### config.mk
export PLATFORM = sky130hd
export DESIGN_NAME = alu_seq
export DESIGN_NICKNAME = d
export VERILOG_FILES = /design/src/rtl/alu_seq.sv
export SDC_FILE = /design/constraint.sdc
export NUM_CORES = 1
export LEC_CHECK = 0
export CELL_PAD_IN_SITES_DETAIL_PLACEMENT = 1
export CELL_PAD_IN_SITES_GLOBAL_PLACEMENT = 2
export CORE_ASPECT_RATIO = 1.75
export CORE_MARGIN = 5
export CORE_UTILIZATION = 33
export DETAILED_ROUTE_END_ITERATION = 8
export PLACE_DENSITY = 0.91
export REMOVE_ABC_BUFFERS = 1
export SKIP_CTS_REPAIR_TIMING = 1
export SYNTH_ARGS = -nofsm -noshare
export SYNTH_HDL_FRONTEND = slang
export SYNTH_SLANG_ARGS = --single-unit
### constraint.sdc
create_clock -name clk -period 5.5 [get_ports clk]
set_input_delay 1.375 -clock clk [delete_from_list [all_inputs] [get_ports clk]]
set_output_delay 1.375 -clock clk [all_outputs]
set_load 0.02 [all_outputs]
### src/rtl/alu_seq.sv
// alu_seq: multi-cycle ALU with valid/ready handshakes, shift-add MUL and restoring UDIV/SDIV.
// Optional build macro ALU_SEQ_FAST_MUL_EN turns MUL into a single-cycle combinational multiply.
module alu_seq #(
  parameter int WIDTH = 32
) (
  input  logic             clk,
  input  logic             rst_n,
  input  logic             in_valid,
  output logic             in_ready,
  input  logic [2:0]       alu_control,
  input  logic [WIDTH-1:0] a,
  input  logic [WIDTH-1:0] b,
  output logic             out_valid,
  input  logic             out_ready,
  output logic [WIDTH-1:0] result,
  output logic [3:0]       alu_flags,
  output logic             div_by_zero
);

  localparam int            CW       = $clog2(WIDTH);
  localparam logic [CW-1:0] CNT_LAST = CW'(WIDTH - 1);

  typedef enum logic [2:0] {
    OP_ADD  = 3'b000,
    OP_SUB  = 3'b001,
    OP_AND  = 3'b010,
    OP_ORR  = 3'b011,
    OP_MUL  = 3'b100,
    OP_UDIV = 3'b101,
    OP_SDIV = 3'b110,
    OP_RSVD = 3'b111
  } op_t;

`ifdef ALU_SEQ_FAST_MUL_EN
  typedef enum logic [1:0] {
    S_IDLE = 2'd0,
    S_DIV  = 2'd2,
    S_DONE = 2'd3
  } state_t;
`else
  typedef enum logic [1:0] {
    S_IDLE = 2'd0,
    S_MUL  = 2'd1,
    S_DIV  = 2'd2,
    S_DONE = 2'd3
  } state_t;
`endif

  state_t           r_state;
  state_t           w_state_next;
  state_t           w_busy_state;
  logic [CW-1:0]    r_cnt;
  logic [WIDTH-1:0] r_acc;     // product accumulator (MUL) or partial remainder (DIV)
  logic [WIDTH-1:0] r_opa;     // multiplicand (MUL) or dividend shifting into quotient (DIV)
  logic [WIDTH-1:0] r_opb;     // multiplier (MUL) or divisor (DIV)
  logic             r_neg;
  logic [WIDTH-1:0] r_result;
  logic [3:0]       r_flags;
  logic             r_dbz;

  op_t              w_op;
  logic             w_accept;
  logic             w_in_ready;
  logic             w_out_valid;
  logic             w_busy;
  logic             w_last;
  logic             w_in_mul;

  assign w_op = op_t'(alu_control);

  // ---------------------------------------------------------------- single-step datapath
  logic [WIDTH:0]   w_add;
  logic [WIDTH:0]   w_sub;
  logic [WIDTH-1:0] w_ss_res;
  logic             w_ss_c;
  logic             w_ss_v;
  logic             w_ss_dbz;
  logic             w_ss_multi;
  logic [WIDTH-1:0] w_abs_a;
  logic [WIDTH-1:0] w_abs_b;

  assign w_add   = {1'b0, a} + {1'b0, b};
  assign w_sub   = {1'b0, a} + {1'b0, ~b} + {{WIDTH{1'b0}}, 1'b1};
  assign w_abs_a = a[WIDTH-1] ? -a : a;
  assign w_abs_b = b[WIDTH-1] ? -b : b;

  // NOTE: every always_comb output gets a default first so no path can infer a latch.
  always_comb begin
    w_ss_res   = '0;
    w_ss_c     = 1'b0;
    w_ss_v     = 1'b0;
    w_ss_dbz   = 1'b0;
    w_ss_multi = 1'b0;
    case (w_op)
      OP_ADD: begin
        w_ss_res = w_add[WIDTH-1:0];
        w_ss_c   = w_add[WIDTH];
        w_ss_v   = (a[WIDTH-1] == b[WIDTH-1]) && (w_add[WIDTH-1] != a[WIDTH-1]);
      end
      OP_SUB: begin
        w_ss_res = w_sub[WIDTH-1:0];
        w_ss_c   = w_sub[WIDTH];
        w_ss_v   = (a[WIDTH-1] != b[WIDTH-1]) && (w_sub[WIDTH-1] != a[WIDTH-1]);
      end
      OP_AND: w_ss_res = a & b;
      OP_ORR: w_ss_res = a | b;
`ifdef ALU_SEQ_FAST_MUL_EN
      OP_MUL: w_ss_res = a * b;
`else
      OP_MUL: w_ss_multi = 1'b1;
`endif
      OP_UDIV, OP_SDIV: begin
        if (b == '0) w_ss_dbz = 1'b1;
        else         w_ss_multi = 1'b1;
      end
      default: ;
    endcase
  end

  // ---------------------------------------------------------------- iterative datapath
  logic [WIDTH:0]   w_rem_sh;
  logic             w_qbit;
  logic [WIDTH-1:0] w_rem_next;
  logic [WIDTH-1:0] w_quo_next;
  logic [WIDTH-1:0] w_div_res;
  logic [WIDTH-1:0] w_mul_acc;
  logic [WIDTH-1:0] w_fin_res;

  // The remainder never exceeds the divisor, so the low WIDTH bits of the difference are exact.
  assign w_rem_sh   = {r_acc, r_opa[WIDTH-1]};
  assign w_qbit     = (w_rem_sh >= {1'b0, r_opb});
  assign w_rem_next = w_qbit ? (w_rem_sh[WIDTH-1:0] - r_opb) : w_rem_sh[WIDTH-1:0];
  assign w_quo_next = {r_opa[WIDTH-2:0], w_qbit};
  assign w_div_res  = r_neg ? -w_quo_next : w_quo_next;
  assign w_mul_acc  = r_opb[0] ? (r_acc + r_opa) : r_acc;
  assign w_fin_res  = w_in_mul ? w_mul_acc : w_div_res;
  assign w_last     = (r_cnt == CNT_LAST);

`ifdef ALU_SEQ_FAST_MUL_EN
  assign w_in_mul     = 1'b0;
  assign w_busy_state = S_DIV;
`else
  assign w_in_mul     = (r_state == S_MUL);
  assign w_busy_state = (w_op == OP_MUL) ? S_MUL : S_DIV;
`endif

  // ---------------------------------------------------------------- control FSM
  always_comb begin
    w_state_next = r_state;
    w_in_ready   = 1'b0;
    w_out_valid  = 1'b0;
    w_busy       = 1'b0;
    case (r_state)
      S_IDLE: w_in_ready = 1'b1;
      S_DONE: begin
        w_out_valid = 1'b1;
        w_in_ready  = out_ready;
        if (out_ready) w_state_next = S_IDLE;
      end
      default: begin
        w_busy = 1'b1;
        if (w_last) w_state_next = S_DONE;
      end
    endcase
    if (in_valid && w_in_ready) w_state_next = w_ss_multi ? w_busy_state : S_DONE;
  end

  assign w_accept  = in_valid && w_in_ready;
  assign in_ready  = w_in_ready;
  assign out_valid = w_out_valid;

  // NOTE: sequential state uses non-blocking assignments so every register samples pre-edge values.
  always_ff @(posedge clk or negedge rst_n) begin
    if (!rst_n) r_state <= S_IDLE;
    else        r_state <= w_state_next;
  end

  always_ff @(posedge clk or negedge rst_n) begin
    if (!rst_n) begin
      r_cnt    <= '0;
      r_acc    <= '0;
      r_opa    <= '0;
      r_opb    <= '0;
      r_neg    <= 1'b0;
      r_result <= '0;
      r_flags  <= 4'b0000;
      r_dbz    <= 1'b0;
    end else if (w_accept) begin
      r_cnt <= '0;
      r_acc <= '0;
      r_neg <= (w_op == OP_SDIV) && (a[WIDTH-1] ^ b[WIDTH-1]);
      if (w_op == OP_SDIV) begin
        r_opa <= w_abs_a;
        r_opb <= w_abs_b;
      end else begin
        r_opa <= a;
        r_opb <= b;
      end
      if (!w_ss_multi) begin
        r_result <= w_ss_res;
        r_flags  <= {w_ss_res[WIDTH-1], (w_ss_res == '0), w_ss_c, w_ss_v};
        r_dbz    <= w_ss_dbz;
      end
    end else if (w_busy) begin
      if (w_in_mul) begin
        r_acc <= w_mul_acc;
        r_opa <= r_opa << 1;
        r_opb <= r_opb >> 1;
      end else begin
        r_acc <= w_rem_next;
        r_opa <= w_quo_next;
      end
      // The last iteration registers the sign-fixed result directly, saving a separate cycle.
      if (w_last) begin
        r_result <= w_fin_res;
        r_flags  <= {w_fin_res[WIDTH-1], (w_fin_res == '0), 2'b00};
        r_dbz    <= 1'b0;
      end else begin
        r_cnt <= r_cnt + CW'(1);
      end
    end
  end

  assign result      = r_result;
  assign alu_flags   = r_flags;
  assign div_by_zero = r_dbz;

endmodule

==> run_results.csv <==
group,metric,value,unit
timing,final_min_period_over_clock_period,0.9804,
worst_setup_path,worst_r2r_endpoint,"alu_flags[2]",
global_routing,grt_usage,0.2741,
timing,finalSetupViolCount,0,
global_routing,grt_first_pass_wirelength,124.8,mm
worst_setup_path,critPathMaxFanout,4,
synthesis,asyncSetResetFlopFracSynth,1.000,
global_routing,grt_antenna_before_repair,0,
floorplan,fp-row-count,112,
placed_design,dp.cells,3352,
power_and_ir_drop,cellLeakagePower,9.661,nW
worst_setup_path,crit_arrival,5770,ps
power_and_ir_drop,total_power,13.20,mW
drt,drt_iter0_drc,1275,
floorplan,io-pin-count,110,
floorplan,start_util,0.3324,
finish,final.fill_count,6649,
drt,avgRoutedWirePerCell,24.14,microns
floorplan,die_area,58550,sq um
clock_network,clock_tree.buffer_depth,2,
drt,drt_first_pass_iters,7,
worst_setup_path,worst-r2r-cell-count,22,
drt,route.antenna.remaining_nets,0,
power_and_ir_drop,share_clk_of_total_power,0.086,
finish,post_route_cells_drive_above_1_share,0.1341,
drt,routed_wl,81.72,mm
placed_design,gp_routability_congestion,0.9859,
clock_network,clk_pin_slew_worst_paths,60,ps
synthesis,ys_seq_elements,140,
timing,final.setup_skew,17.15,ps
drt,via_count,20040,
floorplan,coreArea,53250,sq um
finish,postLayoutCoreUtil,0.4107,
power_and_ir_drop,combinationalPowerShare,0.740,
timing,worst_slew_pin_slew,1183,ps
finish,fin_cells,3385,
power_and_ir_drop,seq_power_share,0.174,
finish,most_common_library_cell_in_the_layout_ignoring_fill_and_taps,"nand2_1",
timing,final_max_slew_viol_count,0,
clock_network,clk_root_buffer_cell,"clkbuf_16",
floorplan,fp.dieH,316.4,microns
global_routing,grt_pass1_vias,21570,
power_and_ir_drop,power_internal,6.135,mW
synthesis,yosys.cell_types.count,84,
synthesis,yosysWarningCount,0,
synthesis,postSynthCellCount,2422,
timing,min_period,5392,ps
synthesis,synth.yosys.seq_area_share,0.1979,
finish,final_cell_mix,"294 x nand2_1, 281 x buf_4, 223 x nor2_1",
drt,routed_via_density,5.920,
placed_design,io_buffers,109,
floorplan,floorplan.die.width,185.1,microns
worst_hold_path,worst_hold_start,"result[23]",
worst_hold_path,worst_hold_path_type,"reg -> reg",
timing,slew_headroom,0.2115,
power_and_ir_drop,power_density,603.5,nW/um^2
timing,fmax,185.5,MHz
worst_setup_path,crit-reg2reg-launch,"r_acc[9]",
run,max_cap_violation_count,0,
power_and_ir_drop,max-vdd-ir-drop,0.0003193,V
worst_setup_path,critical_path.startpoint_type,"input pin",
global_routing,grt_overflow,0,
power_and_ir_drop,switch_pwr,7.066,mW
clock_network,cts.sink_count,140,
worst_setup_path,cp.required,5880,ps
synthesis,number_of_enable_type_register_cells_in_the_synthesized_netlist,0,
placed_design,detailed_place_hpwl,67.52,mm
power_and_ir_drop,switching_share,0.5353,
worst_setup_path,worstSetupEndpointType,"flip-flop",
run_status,outcome,"completed",
timing,report.final.hold_viol_count,0,
worst_hold_path,worstHoldEndpoint,"result[23]",
drt,detail_route.drc_violations,0,
worst_hold_path,worst_hold_path.num_cells,2,
clock_network,cts-htree-levels,4,
clock_network,cts_made_buffers,17,
clock_network,worstSkewPairLatency,450,ps
worst_setup_path,worstSetupPathType,"in -> reg",
worst_setup_path,r2r_setup_slack,220,ps
finish,areaGrowthSynthToFinish,23.58,%
global_routing,grt_start_max_net_pins,141,
synthesis,synth_ff_type,"dfrtp_1",
clock_network,cts_tree,"done",
synthesis,postSynthAreaPerCell,7.308,sq um
synthesis,mapped_cell_area,17700,sq um
finish,layout_net_count,2930,
routing by layer:
metal / vias to the layer above / part of all wire / global-route usage
met5: - / 0 / 0
met4: 0 / 0.084 / 0.1943
met1: 9858 / 0.37 / 0.2963
met2: 622 / 0.52 / 0.5006
li1: 9291 / - / -
met3: 267 / 0.028 / 0.01722
worst max path at each step:
stage | start | endpoint | slack [ps]
after global placement | a[0] | alu_flags[2] | -360
after CTS | a[4] | alu_flags[2] | 80
final | a[0] | alu_flags[2] | 110
after detailed placement | a[4] | alu_flags[2] | -360
after floorplan | r_state[0] | alu_flags[2] | -700
after global routing | r_opb[10] | alu_flags[2] | -20
logic make-up after synthesis:
| group | share of synthesized area |
|---|---|
| buf+inv | 0.06581 |
| compound gates | 0.2934 |
| simple gates | 0.2115 |
| mux | 0.03054 |
| flops | 0.1979 |
| fa+ha+maj | 0.1226 |
| xor+xnor | 0.07818 |
layout make-up:
cell class              count  area [sq um]  area share
multi-input cells        1976         13090      0.5987
flip-flops and latches    140          3503      0.1602
repair buffers            392          3252      0.1487
well taps                 684         855.8     0.03913
inverters                 161         604.3     0.02763
clock buffers              21         470.5     0.02151
clock inverters            10         90.09    0.004119
diodes                      1         2.502   0.0001144
sequential cells by signal (all words and copies together) (netlist names):
register	count
alu_flags	3
div_by_zero	1
r_acc	32
r_cnt	5
r_neg	1
r_opa	32
r_opb	32
r_state	2
result	32
worst max-delay path, stage by stage:
cell	delay, ps
clkdlybuf4s50_1	500
inv_1	80
ha_1	230
inv_1	70
fa_1	200
nand2b_1	80
buf_4	140
a211oi_1	520
buf_4	210
o2111ai_1	190
and3_1	270
buf_4	150
o311ai_0	370
buf_4	190
a21oi_1	60
o31ai_1	240
buf_4	150
nand4_1	70
nor4_1	320
buf_4	190
nand3_1	60
nand3_1	90
power groups by stage:
stage / Sequential, mW / Clock (mW) / Combinational, mW
floorplan: 2.22 / 0 / 6.08
global placement: 2.24 / 0 / 9.22
detailed placement: 2.28 / 0 / 9.57
CTS: 2.27 / 1.14 / 9.66
global route: 2.34 / 1.19 / 10.6
finish: 2.29 / 1.14 / 9.77
cell usage after synthesis, drive strengths merged, types with 10 or more instances:
| library cell | number | area [sq um] |
|---|---|---|
| a211o | 10 | 87.58 |
| a211oi | 43 | 322.8 |
| a21o | 40 | 300.3 |
| a21oi | 174 | 870.8 |
| a221oi | 13 | 113.9 |
| a31oi | 70 | 437.9 |
| a32o | 14 | 140.1 |
| and2 | 13 | 81.33 |
| and3 | 28 | 175.2 |
| buf | 29 | 125.1 |
| clkbuf | 116 | 435.4 |
| dfrtp | 140 | 3503 |
| ha | 167 | 2090 |
| inv | 160 | 600.6 |
| mux2i | 45 | 450.4 |
| nand2 | 295 | 1107 |
| nand2b | 20 | 125.1 |
| nand3 | 54 | 270.3 |
| nand4 | 26 | 162.7 |
| nor2 | 224 | 840.8 |
| nor2b | 25 | 156.4 |
| nor3 | 39 | 195.2 |
| nor4 | 18 | 112.6 |
| o211ai | 40 | 300.3 |
| o21a | 14 | 105.1 |
| o21ai | 177 | 889.6 |
| o21bai | 15 | 112.6 |
| o22ai | 13 | 81.33 |
| o31ai | 36 | 270.3 |
| o41ai | 19 | 166.4 |
| or2 | 14 | 87.59 |
| or3 | 20 | 125.1 |
| or4 | 12 | 97.59 |
| xnor2 | 118 | 1033 |
| xor2 | 40 | 350.3 |
metrics by stage:
stage / TNS (ps) / instance area, sq um / setup WS (ps) / hold WS (ps)
2_1_floorplan: -8321 / 17140 / -700.2 / 485.8
3_3_place_gp: -368.6 / 21270 / -358.6 / 476.7
3_5_place_dp: -510.7 / 21270 / -360.7 / 487.0
4_1_cts: 0 / 21830 / 83.56 / 505.2
5_1_grt: -15.05 / 21870 / -15.05 / 525.4
6_report: 0 / 21870 / 107.8 / 503.1
Power figures use the tool's default switching activity.
